==> src/rtl/axi_sram_write_slave.sv <==
// AXI write endpoint in front of a single SRAM: one AW burst at a time, W beats go straight
// to the SRAM write port, then a single B response.
module axi_sram_write_slave #(
    parameter int unsigned ID_BITS       = 8,
    parameter int unsigned ADDR_BITS     = 32,
    parameter int unsigned DATA_BITS     = 32,
    parameter int unsigned STRB_BITS     = 4,
    parameter int unsigned LEN_BITS      = 4,
    parameter int unsigned MEM_ADDR_BITS = 14
) (
    input  logic                     clk,
    input  logic                     rst,
    input  logic [ID_BITS-1:0]       AWID_S,
    input  logic [ADDR_BITS-1:0]     AWADDR_S,
    input  logic [LEN_BITS-1:0]      AWLEN_S,
    input  logic [2:0]               AWSIZE_S,
    input  logic [1:0]               AWBURST_S,
    input  logic                     AWVALID_S,
    output logic                     AWREADY_S,
    input  logic [DATA_BITS-1:0]     WDATA_S,
    input  logic [STRB_BITS-1:0]     WSTRB_S,
    input  logic                     WLAST_S,
    input  logic                     WVALID_S,
    output logic                     WREADY_S,
    output logic [ID_BITS-1:0]       BID_S,
    output logic [1:0]               BRESP_S,
    output logic                     BVALID_S,
    input  logic                     BREADY_S,
    output logic                     CS,
    output logic [STRB_BITS-1:0]     WEB,
    output logic [MEM_ADDR_BITS-1:0] A,
    output logic [DATA_BITS-1:0]     DI
);
    // Byte address kept only as wide as the SRAM so INCR wraps modulo the memory size.
    localparam int unsigned BYTE_ADDR_BITS = MEM_ADDR_BITS + 2;

    typedef enum logic [1:0] {IDLE, DATA, RESP} state_t;

    state_t                    state;
    logic [BYTE_ADDR_BITS-1:0] addr;
    logic [LEN_BITS-1:0]       cnt;
    logic [LEN_BITS-1:0]       len;
    logic [ID_BITS-1:0]        id;
    logic [1:0]                burst;
    logic                      err;
    logic                      aw_rdy;
    logic                      w_rdy;
    logic                      b_vld;

    logic w_hs;
    logic last_cnt;
    logic aw_err;
    logic unused_addr;

    assign unused_addr = ^AWADDR_S[ADDR_BITS-1:BYTE_ADDR_BITS];

    assign w_hs     = WVALID_S & w_rdy;
    assign last_cnt = (cnt == len);
    assign aw_err   = (AWSIZE_S != 3'b010) || AWBURST_S[1] || (AWADDR_S[1:0] != 2'b00);

    always_ff @(posedge clk or posedge rst) begin
        if (rst) begin
            state  <= IDLE;
            addr   <= '0;
            cnt    <= '0;
            len    <= '0;
            id     <= '0;
            burst  <= '0;
            err    <= 1'b0;
            aw_rdy <= 1'b1;
            w_rdy  <= 1'b0;
            b_vld  <= 1'b0;
        end else begin
            unique case (state)
                IDLE: begin
                    if (AWVALID_S) begin
                        id     <= AWID_S;
                        addr   <= AWADDR_S[BYTE_ADDR_BITS-1:0];
                        len    <= AWLEN_S;
                        burst  <= AWBURST_S;
                        cnt    <= '0;
                        err    <= aw_err;
                        aw_rdy <= 1'b0;
                        w_rdy  <= 1'b1;
                        state  <= DATA;
                    end
                end
                DATA: begin
                    if (w_hs) begin
                        if (burst == 2'b01) begin
                            addr <= addr + BYTE_ADDR_BITS'(4);
                        end
                        cnt <= cnt + LEN_BITS'(1);
                        // Either WLAST or the beat count closes the burst; disagreement is an error.
                        if (WLAST_S || last_cnt) begin
                            if (WLAST_S != last_cnt) begin
                                err <= 1'b1;
                            end
                            w_rdy <= 1'b0;
                            b_vld <= 1'b1;
                            state <= RESP;
                        end
                    end
                end
                RESP: begin
                    if (BREADY_S) begin
                        b_vld  <= 1'b0;
                        aw_rdy <= 1'b1;
                        state  <= IDLE;
                    end
                end
                default: state <= IDLE;
            endcase
        end
    end

    assign AWREADY_S = aw_rdy;
    assign WREADY_S  = w_rdy;
    assign BVALID_S  = b_vld;
    assign BID_S     = id;
    assign BRESP_S   = (b_vld && err) ? 2'b10 : 2'b00;

    // Errored bursts still consume beats and strobe CS, but write no bytes.
    assign CS  = w_hs;
    assign WEB = (w_hs && !err) ? ~WSTRB_S : '1;
    assign A   = w_hs ? addr[BYTE_ADDR_BITS-1:2] : '0;
    assign DI  = w_hs ? WDATA_S : '0;

endmodule
==> config.mk <==
export PLATFORM = sky130hd
export DESIGN_NAME = axi_sram_write_slave
export DESIGN_NICKNAME = d
export VERILOG_FILES = /design/src/rtl/axi_sram_write_slave.sv
export SDC_FILE = /design/constraint.sdc
export NUM_CORES = 1
export LEC_CHECK = 0
export CORE_MARGIN = 2
export CORE_UTILIZATION = 36
export DETAILED_ROUTE_END_ITERATION = 12
export HOLD_SLACK_MARGIN = 0.15
export PLACE_DENSITY = 0.81
export RECOVER_POWER = 100
export SLEW_MARGIN = 20
export SYNTH_ARGS = -nofsm -noshare
export SYNTH_HDL_FRONTEND = slang
export SYNTH_SLANG_ARGS = --single-unit
==> constraint.sdc <==
create_clock -name clk -period 2 [get_ports clk]
set_clock_uncertainty 0.15 [all_clocks]
set_input_delay 0.3 -clock clk [delete_from_list [all_inputs] [get_ports clk]]
set_output_delay 0.3 -clock clk [all_outputs]
set_load 0.01 [all_outputs]
==> impl_results.md <==
* Number of port buffers at 137
* Fin crit share at a little over nine tenths
* Vias at between 2k and 3k
* Synth Area per Inst at approximately 8.8 um^2
* First-pass GRT wire length at roughly 12 mm
* Commonest non-fill, non-tap cells in the layout: clkdlybuf4s50_1, and3_1, dfrtp_1, dlygate4sd2_1
* Nets@finish at 501
* Clk buf depth at 2
* I/O Pins at roughly 160
* Routed len/inst at between 15 and 20 um
* Minimum clock period at about 1.9 ns
* Largest net degree at the start of global routing at 33
* Power per cell area at 1148 mW/mm^2
* Post-Syn Area at between 0.002 and 0.0025 mm^2
* Antenna Cells at 0
* CTS tree: yes
* Ys async rst share at 100.0%
* RSZ-0062 raised after global routing: no
* Detailed Place HPWL at ~5.7 mm
* Max_cap viols at 0
* Most common library cell in the layout ignoring fill and taps: clkdlybuf4s50_1
* Crit Path Max Fanout at 32
* Share of cells above drive strength 1 at around a tenth
* Slew Viols, Final at 0
* Seq/Total Area, Yosys at 40.61%
* CP Launch Type: flip-flop
* Met2 global-route usage at approximately 37%
* Final Hold Violating Endpoints at 0
* # DRC at 0
* Initial Util at 37.14%
* Drt pass-1 iters at 7
* Clock buffer count from CTS at 5
* Met1 Resource Use GR at between 20% and 30%
* CP Data Arrival Time at 1.47 ns
* Clock Latency Late Sink at approximately 0.30 ns
* Clock sink count at 38
* Post-synth EDFFs at 0
* # rows at 29
* Root buffer cell: clkbuf_8
* Yosys top cell area share at 39.49%
* Gr usage total at around a fifth
* GP Congestion at between 0.8 and 0.9
* Die area at between 0.007 and 0.008 mm^2
* Peak Freq at between 0.5 and 0.6 GHz
* Cell taking the most area after synthesis: dfrtp_1
* CP endpoint kind: primary output
* Vias in the first global route at around 2.5k
* Die Wd at 84.71 um
* #FFs+latches synth at 38
* Top_reg_cell synth: dfrtp_1
* Final ANT Viol Nets at 0
* Met3 Use GR at under 10%
* Slew @ Worst Pin at ~0.7 ns
* Hold buffer count at CTS at 0
* VDD IR max at about 0.70 mV
* Leak at ~2.1 nW
* # setup viols final at 0
* Outcome: finished, final reports clean
* Area grow syn2layout at 70.17%
* Initial antenna violation count at 0
* H-tree levels at 2
* Core Footprint at 0.006314 mm^2
* Tot Pwr at between 0.004 and 0.005 W
* Worst endpoint required time at 1.55 ns
* Gr ovfl total at 0
* Ranking of synthesized cells by area: dfrtp_1, and3_1, mux2_1
* Initial DRC Count at approximately 140
* Clock transition at path regs at around 0.08 ns
* Final setup TNS at 0 ns
* Syn. warnings at 0
* Synthesized net count at ~360
* Kind of critical path: flip-flop to primary output
* Post-DR vias/cell at ~5.4
* Final wirelength at roughly 7.6 mm
* Hold crit path type: input port to asynchronous set/reset pin
* Number of distinct library cells after synthesis at between 40 and 50
* Slew HR at between 50% and 60%
* Cells after Synth at between 200 and 300
* DIE HEIGHT at 84.71 um
* Gr busiest metal: met2
-- layer usage --
metal,up-vias,wire (um)
met2,148,3911
li1,1240,-
met4,0,80
met5,-,0
met1,1233,2992
met3,9,663
-- cells in the mapped netlist (all sizes together) (4+ instances only) --
| cell type | n |
|---|---|
| and3 | 46 |
| dfrtp | 37 |
| nand2 | 21 |
| a21oi | 20 |
| clkbuf | 18 |
| o21ai | 16 |
| mux2 | 15 |
| nor2 | 11 |
| buf | 9 |
| nand3 | 9 |
| inv | 6 |
| nand4 | 6 |
| o22ai | 5 |
| a2bb2oi | 4 |
| xnor2 | 4 |
-- per-stage QoR --
stage | setup WS, ns | instances | util [%] | hold slack (ns) | instance area (um^2)
after global placement | -0.2923 | 472 | 61.24 | 0.3170 | 3866
after detailed placement | -0.3281 | 472 | 61.24 | 0.3267 | 3866
final | 0.07884 | 485 | 63.20 | 0.2678 | 3990
after global routing | 0.01864 | 485 | 63.20 | 0.3245 | 3990
after CTS | -0.06074 | 482 | 63.02 | 0.1710 | 3979
after floorplan | 0.2791 | 265 | - | 0.2363 | 2345
-- sequential cells by signal (all words and copies together) (netlist names) --
name / count
AWREADY_S: 1
BID_S: 8
BVALID_S: 1
WREADY_S: 1
addr: 14
burst: 2
cnt: 4
err: 1
len: 4
state: 2
-- worst max-delay path, stage by stage, from the launching register on --
cell	delay, ns
dfrtp_2	0.44
buf_4	0.14
buf_6	0.16
and3_1	0.16
dlygate4sd2_1	0.28
-- layout make-up --
class / count / area [um^2]
inverter: 6 / 22.52
fill: 574 / 2323
tap: 77 / 96.34
sequential: 38 / 954.7
timing repair buffer: 162 / 1549
multi-input combinational: 194 / 1254
clock inverter: 3 / 45.04
clock buffer: 5 / 68.82
-- cells by family after synthesis --
family / after synthesis / share of synthesized area, %
buffers and inverters: 33 / 6.136
other: 1 / 0.1599
AOI/OAI and AO/OA: 61 / 15.90
xor gates and xnor gates: 5 / 1.868
muxes: 17 / 8.058
adders and majority gates: 3 / 1.601
and+or+nand+nor: 107 / 25.67
DFF: 38 / 40.61
-- report_power, final --
part,total [W],internal (W),switching (W)
clock network,0.000664,0.000371,0.000293
logic,0.00244,0.00127,0.00117
registers,0.00148,0.00113,0.000352
-- final timing paths --
path,startpoint,end,slack [ns],depth (start not counted)
worst max-delay path,WREADY_S,DI[23],0.08,4
worst min-delay path,rst,cnt[0],0.27,2
worst max register to register,state[1],addr[3],0.14,7
worst min register to register,BID_S[5],BID_S[5],0.33,1
max in group asynchronous,rst,addr[6],0.38,3
min in group clk,BID_S[5],BID_S[5],0.33,1
-- repair_timing --
action	in CTS	in global routing
hold endpoints to repair	0	0
resized for setup	46	17
endpoints found under the setup margin	51	16
cloned	1	0
buffers inserted	1	3
(Power assumes the default switching activity.)
==> variant 1, RTL diff (config.mk and constraints unchanged) <==
The 3 states of `state_t` get a one-hot encoding in 3 bits.
--- a/src/rtl/axi_sram_write_slave.sv
+++ b/src/rtl/axi_sram_write_slave.sv
@@ -34,7 +34,7 @@
     // Byte address kept only as wide as the SRAM so INCR wraps modulo the memory size.
     localparam int unsigned BYTE_ADDR_BITS = MEM_ADDR_BITS + 2;
 
-    typedef enum logic [1:0] {IDLE, DATA, RESP} state_t;
+    typedef enum logic [2:0] {IDLE = 3'b001, DATA = 3'b010, RESP = 3'b100} state_t;
 
     state_t                    state;
     logic [BYTE_ADDR_BITS-1:0] addr;
Formal check against the unedited RTL: same outputs for any inputs over 4 cycles, from zero or initial values and one cycle with rst high; so few cycles prove little.
==> variant 1 against the original RTL <==
Clock power about the same. Sequential cell count increased by 1. Wire length decreased by 2.2%. Total power decreased by 0.89%. Design area increased by 1.7%. Synthesized area increased by 2.3%. Worst setup slack got worse by 22 ps. Via count increased by 0.80%. Critical endpoint is now WEB[3].
==> variant 1: results (changes against the original RTL) <==
[metrics] Post-Syn Nets: 385 (was 359)
[metrics] cell area after technology mapping: 0.002399 mm2 (was 0.002345 mm2)
[metrics] Multi-In Gates: 218 (was 194)
[metrics] reg2reg setup slack: 100 ps (was 140 ps)
[metrics] first-pass iteration count of the detailed router: 4 (was 7)
[metrics] synth unique cells: 46 (was 47)
[metrics] wire length after detailed routing: 7478 um (was 7648 um)
[metrics] post-route setup slack: 56.50 ps (was 78.84 ps)
[metrics] final-stage net count: 528 (was 501)
[metrics] drt first-iter violations: 145 (was 136)
[metrics] fraction of area in multi-input gates: 31.76% (was 31.42%)
[metrics] worst r2r src: state[0] (was state[1])
[metrics] worst min-delay path category: reg2reg (was in2async)
[metrics] hold_ws: 319.0 ps (was 267.8 ps)
[metrics] non-clock buffer instance count of the final layout: 161 (was 162)
[metrics] Leak Pwr: 0.001991 uW (was 0.002103 uW)
[metrics] DP Area: 0.003941 mm2 (was 0.003866 mm2)
[metrics] post-DP HPWL: 5581 um (was 5740 um)
[metrics] Post-Place Setup Slack: -340.4 ps (was -328.1 ps)
[metrics] crit path to: WEB[3] (was DI[23])
[metrics] largest net degree at the start of global routing: 45 (was 33)
[metrics] Crit-path slowest cell: sky130_fd_sc_hd__clkdlybuf4s50_1 (was sky130_fd_sc_hd__dfrtp_2)
[metrics] total of cells resized after clock tree synthesis: 53 (was 46)
[metrics] proportion of cell area spent on the clock network: 2.775% (was 2.854%)
[metrics] result of the run: complete, no violations (unchanged)
[metrics] vias after detailed routing: 2651 (was 2630)
[metrics] Non-Clock Inverter Count: 9 (was 6)
[metrics] arrival time of data at the critical path endpoint: 1490 ps (was 1470 ps)
[metrics] Post-CTS Setup Inserts: 0 (was 1)
[metrics] Filler Cells Inserted: 577 (was 574)
[metrics] instance count of the mapped netlist: 291 (was 265)
[metrics] length in cells of the worst reg-to-reg path: 5 (was 7)
[metrics] number of cells after detailed placement: 500 (was 472)
[metrics] max incr delay on CP: 520 ps (was 440 ps)
variant 1: logic make-up (layout without fill, tap and decap cells):
logic type      count (synthesis)  after routing  share of synthesized area (%)
compound gates                 59             59                          16.38
xor+xnor                        5              5                          1.826
fa+ha+maj                       3              3                          1.565
buf+inv                        34            178                          6.312
flops                          39             39                          40.79
mux                             3              3                          1.252
other cells                     1              1                         0.1563
simple gates                  147            147                          31.72
variant 1: report_power, final:
| part | leakage, uW | internal (uW) | switching (uW) |
|---|---|---|---|
| clock | 0.0000581 | 371 | 292 |
| combinational | 0.00147 | 1250 | 1180 |
| sequential | 0.000459 | 1130 | 325 |
| total | 0.00199 | 2750 | 1790 |
variant 1: per-layer routing:
layer / track usage [%] / vias to the layer above / routed length, um
met5: 0 / - / 0
met4: 5.483 / 0 / 103
met3: 4.427 / 10 / 481
met2: 36.65 / 93 / 3860
met1: 25.52 / 1238 / 3033
li1: - / 1310 / -
==> variant 2, RTL diff (config.mk and constraints unchanged) <==
Without the edit above. The parameter `STRB_BITS` goes from 4 to 3.
--- a/src/rtl/axi_sram_write_slave.sv
+++ b/src/rtl/axi_sram_write_slave.sv
@@ -4,7 +4,7 @@
     parameter int unsigned ID_BITS       = 8,
     parameter int unsigned ADDR_BITS     = 32,
     parameter int unsigned DATA_BITS     = 32,
-    parameter int unsigned STRB_BITS     = 4,
+    parameter int unsigned STRB_BITS     = 3,
     parameter int unsigned LEN_BITS      = 4,
     parameter int unsigned MEM_ADDR_BITS = 14
 ) (
Interface: changed (resized WEB and WSTRB_S); port bits go from 155 to 153. The function was not compared with the original's and may differ.
==> variant 2 against the original RTL <==
Total power decreased by 4.6%. Design area up 0.97%. Critical endpoint is now WEB[2]. Critical path depth stayed put. Synthesized cell count is the same. Die area increased by 4.1%. Worst setup slack got worse by 40 ps. Sequential share of layout area down 0.29 points. Sequential cell count stayed put. Fmax shrank 2.0%. First-iteration DRC count down 22%. Via count down 1.7%. Synthesized area rose by 4.3%. Highest routed layer unchanged. Wire length rose by 0.26%.
==> variant 2: results (changes against the original RTL) <==
[metrics] routed metal-1 wirelength: 2898 um (was 2992 um)
[metrics] share of cell area taken by flip-flops and latches: 23.63% (was 23.93%)
[metrics] multiplexer area fraction after synthesis: 8.133% (was 8.058%)
[metrics] IO Port Bufs: 135 (was 137)
[metrics] NonClk Buf Share: 36.74% (was 38.82%)
[metrics] layout-stage area growth over the synthesis result: 64.71% (was 70.17%)
[metrics] sequential area share after synthesis: 38.93% (was 40.61%)
[metrics] Crit-path slowest cell: sky130_fd_sc_hd__clkdlybuf4s50_1 (was sky130_fd_sc_hd__dfrtp_2)
[metrics] worst-margin pin slew: 951.1 ps (was 707.5 ps)
[metrics] area share of xor/xnor cells in the synthesized design: 1.790% (was 1.868%)
[metrics] detailed-routed wire length on met3: 740 um (was 663 um)
[metrics] final-stage net count: 491 (was 501)
[metrics] adder and majority cell fraction of the synthesized area: 1.535% (was 1.601%)
[metrics] global-route wire length before repair: 11760 um (was 11900 um)
[metrics] CP Max Fanout: 4 (was 32)
[metrics] CLK BUF: 6 (was 5)
[metrics] Leak Pwr: 0.002005 uW (was 0.002103 uW)
[metrics] Post-CTS Setup Inserts: 0 (was 1)
[metrics] proportion of cell area spent on the clock network: 3.540% (was 2.854%)
[metrics] Filler Cells Inserted: 580 (was 574)
[metrics] synth unique cells: 49 (was 47)
[metrics] GRT met2 Usage: 36.01% (was 37.37%)
[metrics] post-DP HPWL: 5859 um (was 5740 um)
[metrics] result of the run: complete, no violations (unchanged)
[metrics] non-clock buffer instance count of the final layout: 149 (was 162)
[metrics] max incr delay on CP: 530 ps (was 440 ps)
[metrics] met2 routed WL: 3844 um (was 3911 um)
[metrics] Avg WL per Cell: 16.01 um (was 15.77 um)
## variant 2: cell types whose count changed after synthesis, moves of 2 or more
cell	delta
sky130_fd_sc_hd__and4_1	-2
sky130_fd_sc_hd__mux2_1	-8
sky130_fd_sc_hd__nor3_1	+3
sky130_fd_sc_hd__clkbuf_1	-8
sky130_fd_sc_hd__mux2_2	+8
sky130_fd_sc_hd__o21ai_1	+2
sky130_fd_sc_hd__o21ai_0	-2
sky130_fd_sc_hd__o22ai_1	-2
sky130_fd_sc_hd__nor2_1	+5
sky130_fd_sc_hd__buf_6	+3
sky130_fd_sc_hd__and3_1	+3
sky130_fd_sc_hd__o211ai_1	-2
## variant 2: metrics by stage
stage | instances | power, uW | setup slack [ps] | util, % | hold WS [ps]
2_1_floorplan | 265 | 2736 | 342.9 | - | 236.3
3_3_place_gp | 470 | 3628 | -200.8 | 58.78 | 316.3
3_5_place_dp | 470 | 3701 | -221.0 | 58.78 | 326.0
4_1_cts | 479 | 4464 | 25.67 | 60.64 | 211.3
5_1_grt | 479 | 4695 | -11.01 | 60.30 | 372.3
6_report | 479 | 4370 | 39.21 | 60.30 | 340.1
## variant 2: what timing repair did
action	in CTS	in global routing
cloned	1	0
setup endpoints to repair	50	3
hold buffers	0	0
gates resized for setup	51	2
## variant 2: worst max-delay path by stage
stage	start	slack (ps)	endpoint	cells past startpoint
final	WREADY_S	40	WEB[2]	4
after global routing	WREADY_S	-10	WEB[1]	4
after CTS	WREADY_S	30	WEB[2]	4
after detailed placement	WVALID_S	-220	WEB[2]	5
after global placement	WVALID_S	-200	DI[23]	4
after floorplan	state[0]	340	BID_S[0]	4
## variant 2: power by group
group / internal, uW / switching (uW) / total (uW)
sequential: 1100 / 370 / 1470
combinational: 1100 / 984 / 2090
clock: 532 / 279 / 811
